File: src/rtl/alu_share_if.sv
// Request/response and ALU-side bundle for the shared ALU arbiter.
// Requester i uses bits [i*DATA_W +: DATA_W] of req_a/req_b and [i*OP_W +: OP_W] of req_op.
interface alu_share_if #(
  parameter int DATA_W = 32,
  parameter int OP_W   = 5
) ();
  logic        [1:0]          req_valid;
  logic        [1:0]          req_ready;
  logic        [2*DATA_W-1:0] req_a;
  logic        [2*DATA_W-1:0] req_b;
  logic        [2*OP_W-1:0]   req_op;
  logic        [1:0]          rsp_valid;
  logic        [1:0]          rsp_ready;
  logic signed [DATA_W-1:0]   rsp_data;
  logic signed [DATA_W-1:0]   alu_a;
  logic signed [DATA_W-1:0]   alu_b;
  logic        [OP_W-1:0]     alu_op;
  logic signed [DATA_W-1:0]   alu_out;
  logic                       busy;

  // Arbiter side
  modport slave (
    input  req_valid, req_a, req_b, req_op, rsp_ready, alu_out,
    output req_ready, rsp_valid, rsp_data, alu_a, alu_b, alu_op, busy
  );

  // Requester / ALU side
  modport master (
    output req_valid, req_a, req_b, req_op, rsp_ready, alu_out,
    input  req_ready, rsp_valid, rsp_data, alu_a, alu_b, alu_op, busy
  );
endinterface

File: src/rtl/alu_share_arbiter.sv
// Round-robin sharing of one combinational ALU between two requesters.
// Two-stage pipeline: operand register (p1) feeds the ALU, result register (p2)
// holds the response until the owning requester takes it.
module alu_share_arbiter #(
  parameter int DATA_W = 32,
  parameter int OP_W   = 5
) (
  input  logic         clk,
  input  logic         rst_n,
  alu_share_if.slave   bus
);

  logic                     ptr;
  logic                     vld_p1;
  logic                     id_p1;
  logic signed [DATA_W-1:0] a_p1;
  logic signed [DATA_W-1:0] b_p1;
  logic        [OP_W-1:0]   op_p1;
  logic                     vld_p2;
  logic                     id_p2;
  logic signed [DATA_W-1:0] res_p2;

  logic        [1:0]        grant;
  logic                     s2_free;
  logic                     s1_adv;
  logic                     can_accept;
  logic                     accept;
  logic                     acc_id;
  logic signed [DATA_W-1:0] sel_a;
  logic signed [DATA_W-1:0] sel_b;
  logic        [OP_W-1:0]   sel_op;

  // Grant the favoured requester on contention, otherwise whichever one is asking
  always_comb begin
    grant = 2'b00;
    if (&bus.req_valid) begin
      grant = ptr ? 2'b10 : 2'b01;
    end else begin
      grant = bus.req_valid;
    end
  end

  assign s2_free    = !vld_p2 || bus.rsp_ready[id_p2];
  assign s1_adv     = vld_p1 && s2_free;
  assign can_accept = !vld_p1 || s1_adv;

  // Held low while in reset so nothing looks accepted during the reset window
  assign bus.req_ready = (rst_n && can_accept) ? grant : 2'b00;
  assign accept        = |bus.req_ready;
  assign acc_id        = bus.req_ready[1];

  assign sel_a  = acc_id ? bus.req_a[2*DATA_W-1:DATA_W] : bus.req_a[DATA_W-1:0];
  assign sel_b  = acc_id ? bus.req_b[2*DATA_W-1:DATA_W] : bus.req_b[DATA_W-1:0];
  assign sel_op = acc_id ? bus.req_op[2*OP_W-1:OP_W]    : bus.req_op[OP_W-1:0];

  // Pointer, operand stage and result stage
  always_ff @(posedge clk) begin
    if (!rst_n) begin
      ptr    <= 1'b0;
      vld_p1 <= 1'b0;
      id_p1  <= 1'b0;
      a_p1   <= '0;
      b_p1   <= '0;
      op_p1  <= '0;
      vld_p2 <= 1'b0;
      id_p2  <= 1'b0;
      res_p2 <= '0;
    end else begin
      if (accept) begin
        ptr <= ~acc_id;
      end

      // request -> p1: capture the granted operands
      if (accept) begin
        vld_p1 <= 1'b1;
        id_p1  <= acc_id;
        a_p1   <= sel_a;
        b_p1   <= sel_b;
        op_p1  <= sel_op;
      end else if (s1_adv) begin
        vld_p1 <= 1'b0;
      end

      // p1 -> p2: capture the ALU result verbatim
      if (s1_adv) begin
        vld_p2 <= 1'b1;
        id_p2  <= id_p1;
        res_p2 <= bus.alu_out;
      end else if (s2_free) begin
        vld_p2 <= 1'b0;
      end
    end
  end

  assign bus.alu_a  = vld_p1 ? a_p1  : '0;
  assign bus.alu_b  = vld_p1 ? b_p1  : '0;
  assign bus.alu_op = vld_p1 ? op_p1 : '0;

  assign bus.rsp_valid = vld_p2 ? (id_p2 ? 2'b10 : 2'b01) : 2'b00;
  assign bus.rsp_data  = vld_p2 ? res_p2 : '0;
  assign bus.busy      = vld_p1 | vld_p2;

endmodule

File: src/flat_wrapper.sv
// flat-port wrapper written by rule: the top's interface ports become plain ports
module alu_share_arbiter_flat 
#(
  parameter int DATA_W = 32,
  parameter int OP_W   = 5
)
  (clk, rst_n, bus_req_valid, bus_req_a, bus_req_b, bus_req_op, bus_rsp_ready, bus_alu_out, bus_req_ready, bus_rsp_valid, bus_rsp_data, bus_alu_a, bus_alu_b, bus_alu_op, bus_busy);
  alu_share_if #(.DATA_W(DATA_W), .OP_W(OP_W)) bus_i ();
  input  logic clk;
  input  logic rst_n;
  input wire logic [$bits(bus_i.req_valid)-1:0] bus_req_valid;
  input wire logic [$bits(bus_i.req_a)-1:0] bus_req_a;
  input wire logic [$bits(bus_i.req_b)-1:0] bus_req_b;
  input wire logic [$bits(bus_i.req_op)-1:0] bus_req_op;
  input wire logic [$bits(bus_i.rsp_ready)-1:0] bus_rsp_ready;
  input wire logic [$bits(bus_i.alu_out)-1:0] bus_alu_out;
  output wire logic [$bits(bus_i.req_ready)-1:0] bus_req_ready;
  output wire logic [$bits(bus_i.rsp_valid)-1:0] bus_rsp_valid;
  output wire logic [$bits(bus_i.rsp_data)-1:0] bus_rsp_data;
  output wire logic [$bits(bus_i.alu_a)-1:0] bus_alu_a;
  output wire logic [$bits(bus_i.alu_b)-1:0] bus_alu_b;
  output wire logic [$bits(bus_i.alu_op)-1:0] bus_alu_op;
  output wire logic [$bits(bus_i.busy)-1:0] bus_busy;
  assign bus_i.req_valid = bus_req_valid;
  assign bus_i.req_a = bus_req_a;
  assign bus_i.req_b = bus_req_b;
  assign bus_i.req_op = bus_req_op;
  assign bus_i.rsp_ready = bus_rsp_ready;
  assign bus_i.alu_out = bus_alu_out;
  assign bus_req_ready = bus_i.req_ready;
  assign bus_rsp_valid = bus_i.rsp_valid;
  assign bus_rsp_data = bus_i.rsp_data;
  assign bus_alu_a = bus_i.alu_a;
  assign bus_alu_b = bus_i.alu_b;
  assign bus_alu_op = bus_i.alu_op;
  assign bus_busy = bus_i.busy;
  alu_share_arbiter #(.DATA_W(DATA_W), .OP_W(OP_W)) u_core (.clk(clk), .rst_n(rst_n), .bus(bus_i));
endmodule
File: config.mk
export PLATFORM = sky130hd
export DESIGN_NAME = alu_share_arbiter_flat
export DESIGN_NICKNAME = d
export VERILOG_FILES = /design/src/rtl/alu_share_if.sv /design/src/rtl/alu_share_arbiter.sv /design/src/flat_wrapper.sv
export SDC_FILE = /design/constraint.sdc
export NUM_CORES = 1
export LEC_CHECK = 0
export BUFFER_PORTS_ARGS = -buffer_cell sky130_fd_sc_hd__buf_2
export CAP_MARGIN = 20
export CORE_MARGIN = 3
export CORE_UTILIZATION = 44
export DETAILED_ROUTE_END_ITERATION = 8
export HOLD_SLACK_MARGIN = 0.05
export PLACE_DENSITY = 0.79
export SKIP_LAST_GASP = 1
export SLEW_MARGIN = 30
export SYNTH_ARGS = -nofsm -noshare
export SYNTH_HDL_FRONTEND = slang
export SYNTH_SLANG_ARGS = --single-unit
export TNS_END_PERCENT = 30
File: constraint.sdc
create_clock -name clk -period 1.6 [get_ports clk]
set_input_delay 0.16 -clock clk [delete_from_list [all_inputs] [get_ports clk]]
set_output_delay 0.16 -clock clk [all_outputs]
set_load 0.03 [all_outputs]
# Word-level counts from Yosys, hierarchy flattened
# Cells that the tools add are included.
[word_totals]
in_bits = 176
reg_bits = 106
out_inout_bits = 106
elab_cells = 40
[op_classes]
magnitude_cmp = 1
n_reduce_logical = 10
muxes = 18
bitwise = 2
[ops]
columns = ["operator", "count"]
rows = [
  ["two-way mux 32 bit", 5],
  ["two-way mux 2 bit", 5],
  ["two-way mux 5 bit", 2],
  ["two-way mux 1 bit", 6],
  ["nonzero test 2 bit", 2],
  ["logical AND 1 bit", 2],
  ["zero test 1 bit", 2],
  ["logical OR 1 bit", 2],
  ["less-than comparator 1 x 2 -> 1 bit (second input constant)", 1],
  ["AND reduction 2 bit", 1],
  ["OR reduction 2 bit", 1],
  ["inverter 1 bit", 1],
  ["bitwise OR 1 bit", 1],
]

# Depth between registers and ports, before layout
[logic_depth]
depth_word = 9
ltp_mapped = 5
ltp_nobuf = 3

# Worst setup path before layout
# OpenSTA, ideal clock, no wires.
[synth_path]
kind = "reg-to-output"
startpoint = "reg u_core.id_p2"
endpoint = "out bus_req_ready[0]"
required_ns = 1.440
path_stages_with_launch = 6
arrival_ns = 1.451
path_buffers = 2
setup_slack_ns = -0.011
cell_sequence = "dfxtp_1 -> mux2_4 -> buf_6 -> buf_6 -> o21a_1 -> and2_1"
[synth_between]
elab_chain_len = 7
[synth_rtl]
columns = ["item", "line", "text"]
rows = [
  ["start: declaration", "alu_share_arbiter.sv:20", "logic id_p2;"],
  ["start signal: assignment", "alu_share_arbiter.sv:87", "id_p2 <= id_p1;"],
  ["two-way mux 1 bit (not written as such) (2 in series)", "alu_share_arbiter.sv:43", "assign s2_free = !vld_p2 || bus.rsp_ready[id_p2];"],
  ["logical OR 1 bit", "alu_share_arbiter.sv:43", ""],
  ["logical AND 1 bit", "alu_share_arbiter.sv:44", "assign s1_adv = vld_p1 && s2_free;"],
  ["logical OR 1 bit", "alu_share_arbiter.sv:45", "assign can_accept = !vld_p1 || s1_adv;"],
  ["logical AND 1 bit", "alu_share_arbiter.sv:48", "assign bus.req_ready = (rst_n && can_accept) ? grant : 2'b00;"],
  ["two-way mux 2 bit", "alu_share_arbiter.sv:48", ""],
  ["end: declaration", "flat_wrapper.sv:17", "output wire logic [$bits(bus_i.req_ready)-1:0] bus_req_ready;"],
]
# No other way between the ends. The select of a mux whose other input is x is not followed.

# Worst setup path in the final report
# Same ends and word-level chain as after synthesis.

==> results.md <==
- The worst-margin pin slew is 0.3615 ns.
- The post-detailed-placement half-perimeter wirelength is 13.24 mm.
- The mapped netlist covers 0.006581 mm².
- The die height is 128.3 µm.
- The initial core utilization is 45.11%.
- In this run the power spent charging and discharging nets is 2.256 mW.
- The clock root buffer master is sky130_fd_sc_hd__clkbuf_16.
- At the end of routability-driven placement, the weighted congestion stood at 0.8255.
- The final-layout worst hold slack is 0.07271 ns.
- The worst setup path category is reg -> out.
- The antenna diode instance count is 0.
- The detailed router finished its first iteration with 618 violations.
- The total DRC errors in the routed layout is 0.
- The kind of cell with the highest combined delay along the critical path is flip-flops.
- The Yosys step of the flow raised 0 warnings.
- The later pin in the worst-skew pair is clocked with a latency of roughly 0.35 ns.
- Pin placement for this block handled 282 I/O pins.
- The number of global-route vias before repair came to 6,570.
- VDD sags by at most between 0.5 and 0.6 mV.
- The sequential area share after synthesis is roughly 32%.
- Of all nets on the critical path, the largest fanout is 3.
- The worst-case clock buffer depth is 2.
- The final reports fail on setup timing.
- The number of antenna violations at the first check in global routing is 0.
- The number of sinks driven by the clock tree is 106.
- Setup repair after global routing could not meet its margin everywhere.
- Traced cell by cell, the critical path runs through mux2_4 > o21a_1 > and2_4 > buf_6.
- The total power divided by cell area is 824.4 mW/mm².
- The wire length after detailed routing is 22.49 mm.
- Of the total power, the share spent switching nets is a little under a third.
- The worst setup path is captured at a primary output.
- In this run the number of H-tree levels came out at 3.
- The category of the worst setup path launch point is a flop.
- The share of power burned in registers is 40.5%.
- The setup-violating endpoint count in the final report is 34.
- The tightest min-delay check is of the in -> reg type.
- Clock skew on the completed layout was measured at 0.009482 ns.
- Power comes to approximately 7.4 mW.
- The TritonCTS clock tree is done.
- The count of distinct cell types in the synthesized netlist is 27.
- The via count is roughly 6,900.
- The async set-reset flop share out of synthesis is 0%.
- The data required time of the worst path is between 1 and 1.5 ns.
- The mean post-synth cell area is 8.614 µm².
- The clock period minus final worst setup slack is between 1.5 and 2 ns.
- The sum of buffers and inverters on the critical path is 1.
- Clock-pin slew was measured on the worst setup and hold paths at about 0.080 ns.
- The post-route netlist has 33.24% of its cells at a drive strength greater than 1.
- Per report_power, the clock group accounts for 33.1% of the total.
- The number of enable-type register cells in the synthesized netlist is 0.
- The number of nets in the final layout is approximately 1,200.
- The die area is between 0.015 and 0.02 mm².
- In this run the remaining antenna-violating nets after routing total 0.
- On the critical path, the stage with the largest delay is an instance of sky130_fd_sc_hd__dfxtp_2.
- In the final routed layout, each cell accounts on average for around 18 µm.
- At the worst endpoint, the arrival time is 1.54 ns.
- For this run, the leading register cell type out of synthesis is sky130_fd_sc_hd__dfxtp_1.
- Headroom to the max-slew limit came out at 75.21%.
- The achievable frequency is slightly below 0.6 GHz.
- Entering global routing, the biggest net connects 83 pins.
- The remaining global-route overflow is 0.
- After layout, the worst path uses 106.0% of the clock period.
- The width of the die is between 100 and 150 µm.
- The largest stage delay on the critical path is between 0.3 and 0.4 ns.
- The leakage dissipation is ~4.2 nW.
- The number of pins with negative max-slew slack in the final report is 0.
- After floorplanning, the core was sized to cover 0.01459 mm².
- During placement, the flow inserted port buffers numbering 281.
- The first-pass iteration count of the detailed router is 5.
- Global routing used 24.69% of the available tracks.
- The net count after synthesis is 940.
- Counting flops and latches in the post-synthesis netlist gives 106.
- The flow ran to the end, but the final reports show violations.
- The count of standard-cell rows is 44.
- The final number of hold-violating endpoints was 0.
- In the routed layout, each cell is associated on average with a via count of 5.697.
- The share of total power in combinational logic is 26.4%.
- Across the run, the number of max-cap violations was 0.
- The relative area change from synthesis to final layout is 37.19%.
- The cell-internal power is just over 5 mW.
- The final total negative setup slack is -1.071 ns.
- The smallest setup slack after layout is -0.09529 ns.
- In the synthesized netlist, the number of instances is 764.
- The global-route wire length before repair is between 30 and 40 mm.
- TritonCTS created 9 clock buffers.
## placed cells by master (no fill, tap or decap), types with 3 or more instances in the layout
| master | n |
|---|---|
| sky130_fd_sc_hd__buf_2 | 262 |
| sky130_fd_sc_hd__dfxtp_1 | 103 |
| sky130_fd_sc_hd__and2_1 | 102 |
| sky130_fd_sc_hd__inv_1 | 73 |
| sky130_fd_sc_hd__o211ai_1 | 69 |
| sky130_fd_sc_hd__o2111a_1 | 69 |
| sky130_fd_sc_hd__or3_1 | 67 |
| sky130_fd_sc_hd__o31a_1 | 67 |
| sky130_fd_sc_hd__nand2_1 | 66 |
| sky130_fd_sc_hd__mux2i_1 | 34 |
| sky130_fd_sc_hd__dlygate4sd3_1 | 27 |
| sky130_fd_sc_hd__buf_4 | 26 |
| sky130_fd_sc_hd__clkbuf_16 | 14 |
| sky130_fd_sc_hd__buf_12 | 13 |
| sky130_fd_sc_hd__clkinvlp_4 | 4 |
| sky130_fd_sc_hd__buf_16 | 3 |
| sky130_fd_sc_hd__buf_6 | 3 |
| sky130_fd_sc_hd__clkbuf_4 | 3 |
## state kept, by name, summed over array words and instances (netlist names)
signal         flops
u_core.ptr         1
u_core.b_p1       32
u_core.id_p1       1
u_core.a_p1       32
u_core.vld_p1      1
u_core.res_p2     32
u_core.op_p1       5
u_core.id_p2       1
u_core.vld_p2      1
## metal layers
metal / wire length [µm] / GRT usage [%]
met5: 0 / 0
met3: 1933 / 5.833
met1: 9249 / 31.46
met4: 461 / 8.864
met2: 10840 / 40.82
## worst register-to-register path: cells and delay by family (launching register included)
family / cells / cell delay (ns)
compound gates: 2 / 0.50
mux: 1 / 0.33
flops: 1 / 0.34
buf+inv: 2 / 0.39
## power by group through the flow
stage / sequential, mW / clock [mW] / combinational, mW
after global placement: 3.05 / 0 / 1.73
after floorplan: 3.02 / 0 / 1.21
after global routing: 3.04 / 2.62 / 2.12
final: 3.01 / 2.47 / 1.96
after CTS: 3.00 / 2.52 / 1.86
after detailed placement: 3.06 / 0 / 1.75
## cell families after synthesis
kind of cell           share of synthesized area, %
muxes                                         5.399
DFF                                           32.24
buffers and inverters                         11.75
AOI/OAI and AO/OA                             30.11
and+or+nand+nor                               20.49
## stage by stage
| stage | util, % | setup slack, ns | instances | area [µm²] |
|---|---|---|---|---|
| finish | 61.89 | -0.09529 | 1216 | 9029 |
| global route | 61.89 | -0.1437 | 1216 | 9029 |
| CTS | 60.39 | -0.1167 | 1209 | 8811 |
| detailed placement | 55.43 | 0.05084 | 1161 | 8087 |
| global placement | 55.43 | 0.05613 | 1161 | 8087 |
| floorplan | - | 0.03779 | 764 | 6584 |
## final timing paths
path                                 startpoint                             to  slack, ns  depth (start not counted)
setup / recovery      u_core.id_p2$_SDFFE_PN0P_               bus_req_ready[0]       -0.1                          4
hold / removal                   bus_alu_out[5]  u_core.res_p2[5]$_SDFFE_PN0P_       0.07                          3
setup reg to reg      u_core.id_p2$_SDFFE_PN0P_   u_core.a_p1[22]$_SDFFE_PN0P_      -0.06                          5
hold reg to reg   u_core.res_p2[1]$_SDFFE_PN0P_  u_core.res_p2[1]$_SDFFE_PN0P_       0.46                          2
## synth_stat cells, types with 2 or more instances
| master | n | share of area, % |
|---|---|---|
| sky130_fd_sc_hd__buf_6 | 19 | 3.3 |
| sky130_fd_sc_hd__o211ai_1 | 69 | 7.9 |
| sky130_fd_sc_hd__dfxtp_1 | 106 | 32 |
| sky130_fd_sc_hd__mux2i_1 | 34 | 5.2 |
| sky130_fd_sc_hd__o2111a_1 | 69 | 12 |
| sky130_fd_sc_hd__inv_1 | 73 | 4.2 |
| sky130_fd_sc_hd__nand2_1 | 67 | 3.8 |
| sky130_fd_sc_hd__a41oi_1 | 2 | 0.27 |
| sky130_fd_sc_hd__and2_1 | 103 | 9.8 |
| sky130_fd_sc_hd__nor2_1 | 3 | 0.17 |
| sky130_fd_sc_hd__or3_1 | 67 | 6.4 |
| sky130_fd_sc_hd__o31a_1 | 67 | 8.9 |
| sky130_fd_sc_hd__nor3_1 | 2 | 0.15 |
| sky130_fd_sc_hd__buf_2 | 11 | 0.84 |
| sky130_fd_sc_hd__clkbuf_1 | 60 | 3.4 |
## area by class of cell
cell class	instances	area (µm²)
clock inverters	6	90.09
well taps	184	230.2
repair buffers	343	2333
flip-flops and latches	106	2131
clock buffers	10	239.0
multi-input cells	494	3731
inverters	73	274.0
fillers	1195	5560
## what timing repair did
action                                  CTS  global route
hold endpoints to repair                 27             0
resized for setup                        11            38
pin swaps                                 2             2
setup buffers                             4             1
endpoints found under the setup margin   46           125
cloned                                    2             6
hold buffers                             27             0
Power figures use the tool's default switching activity.
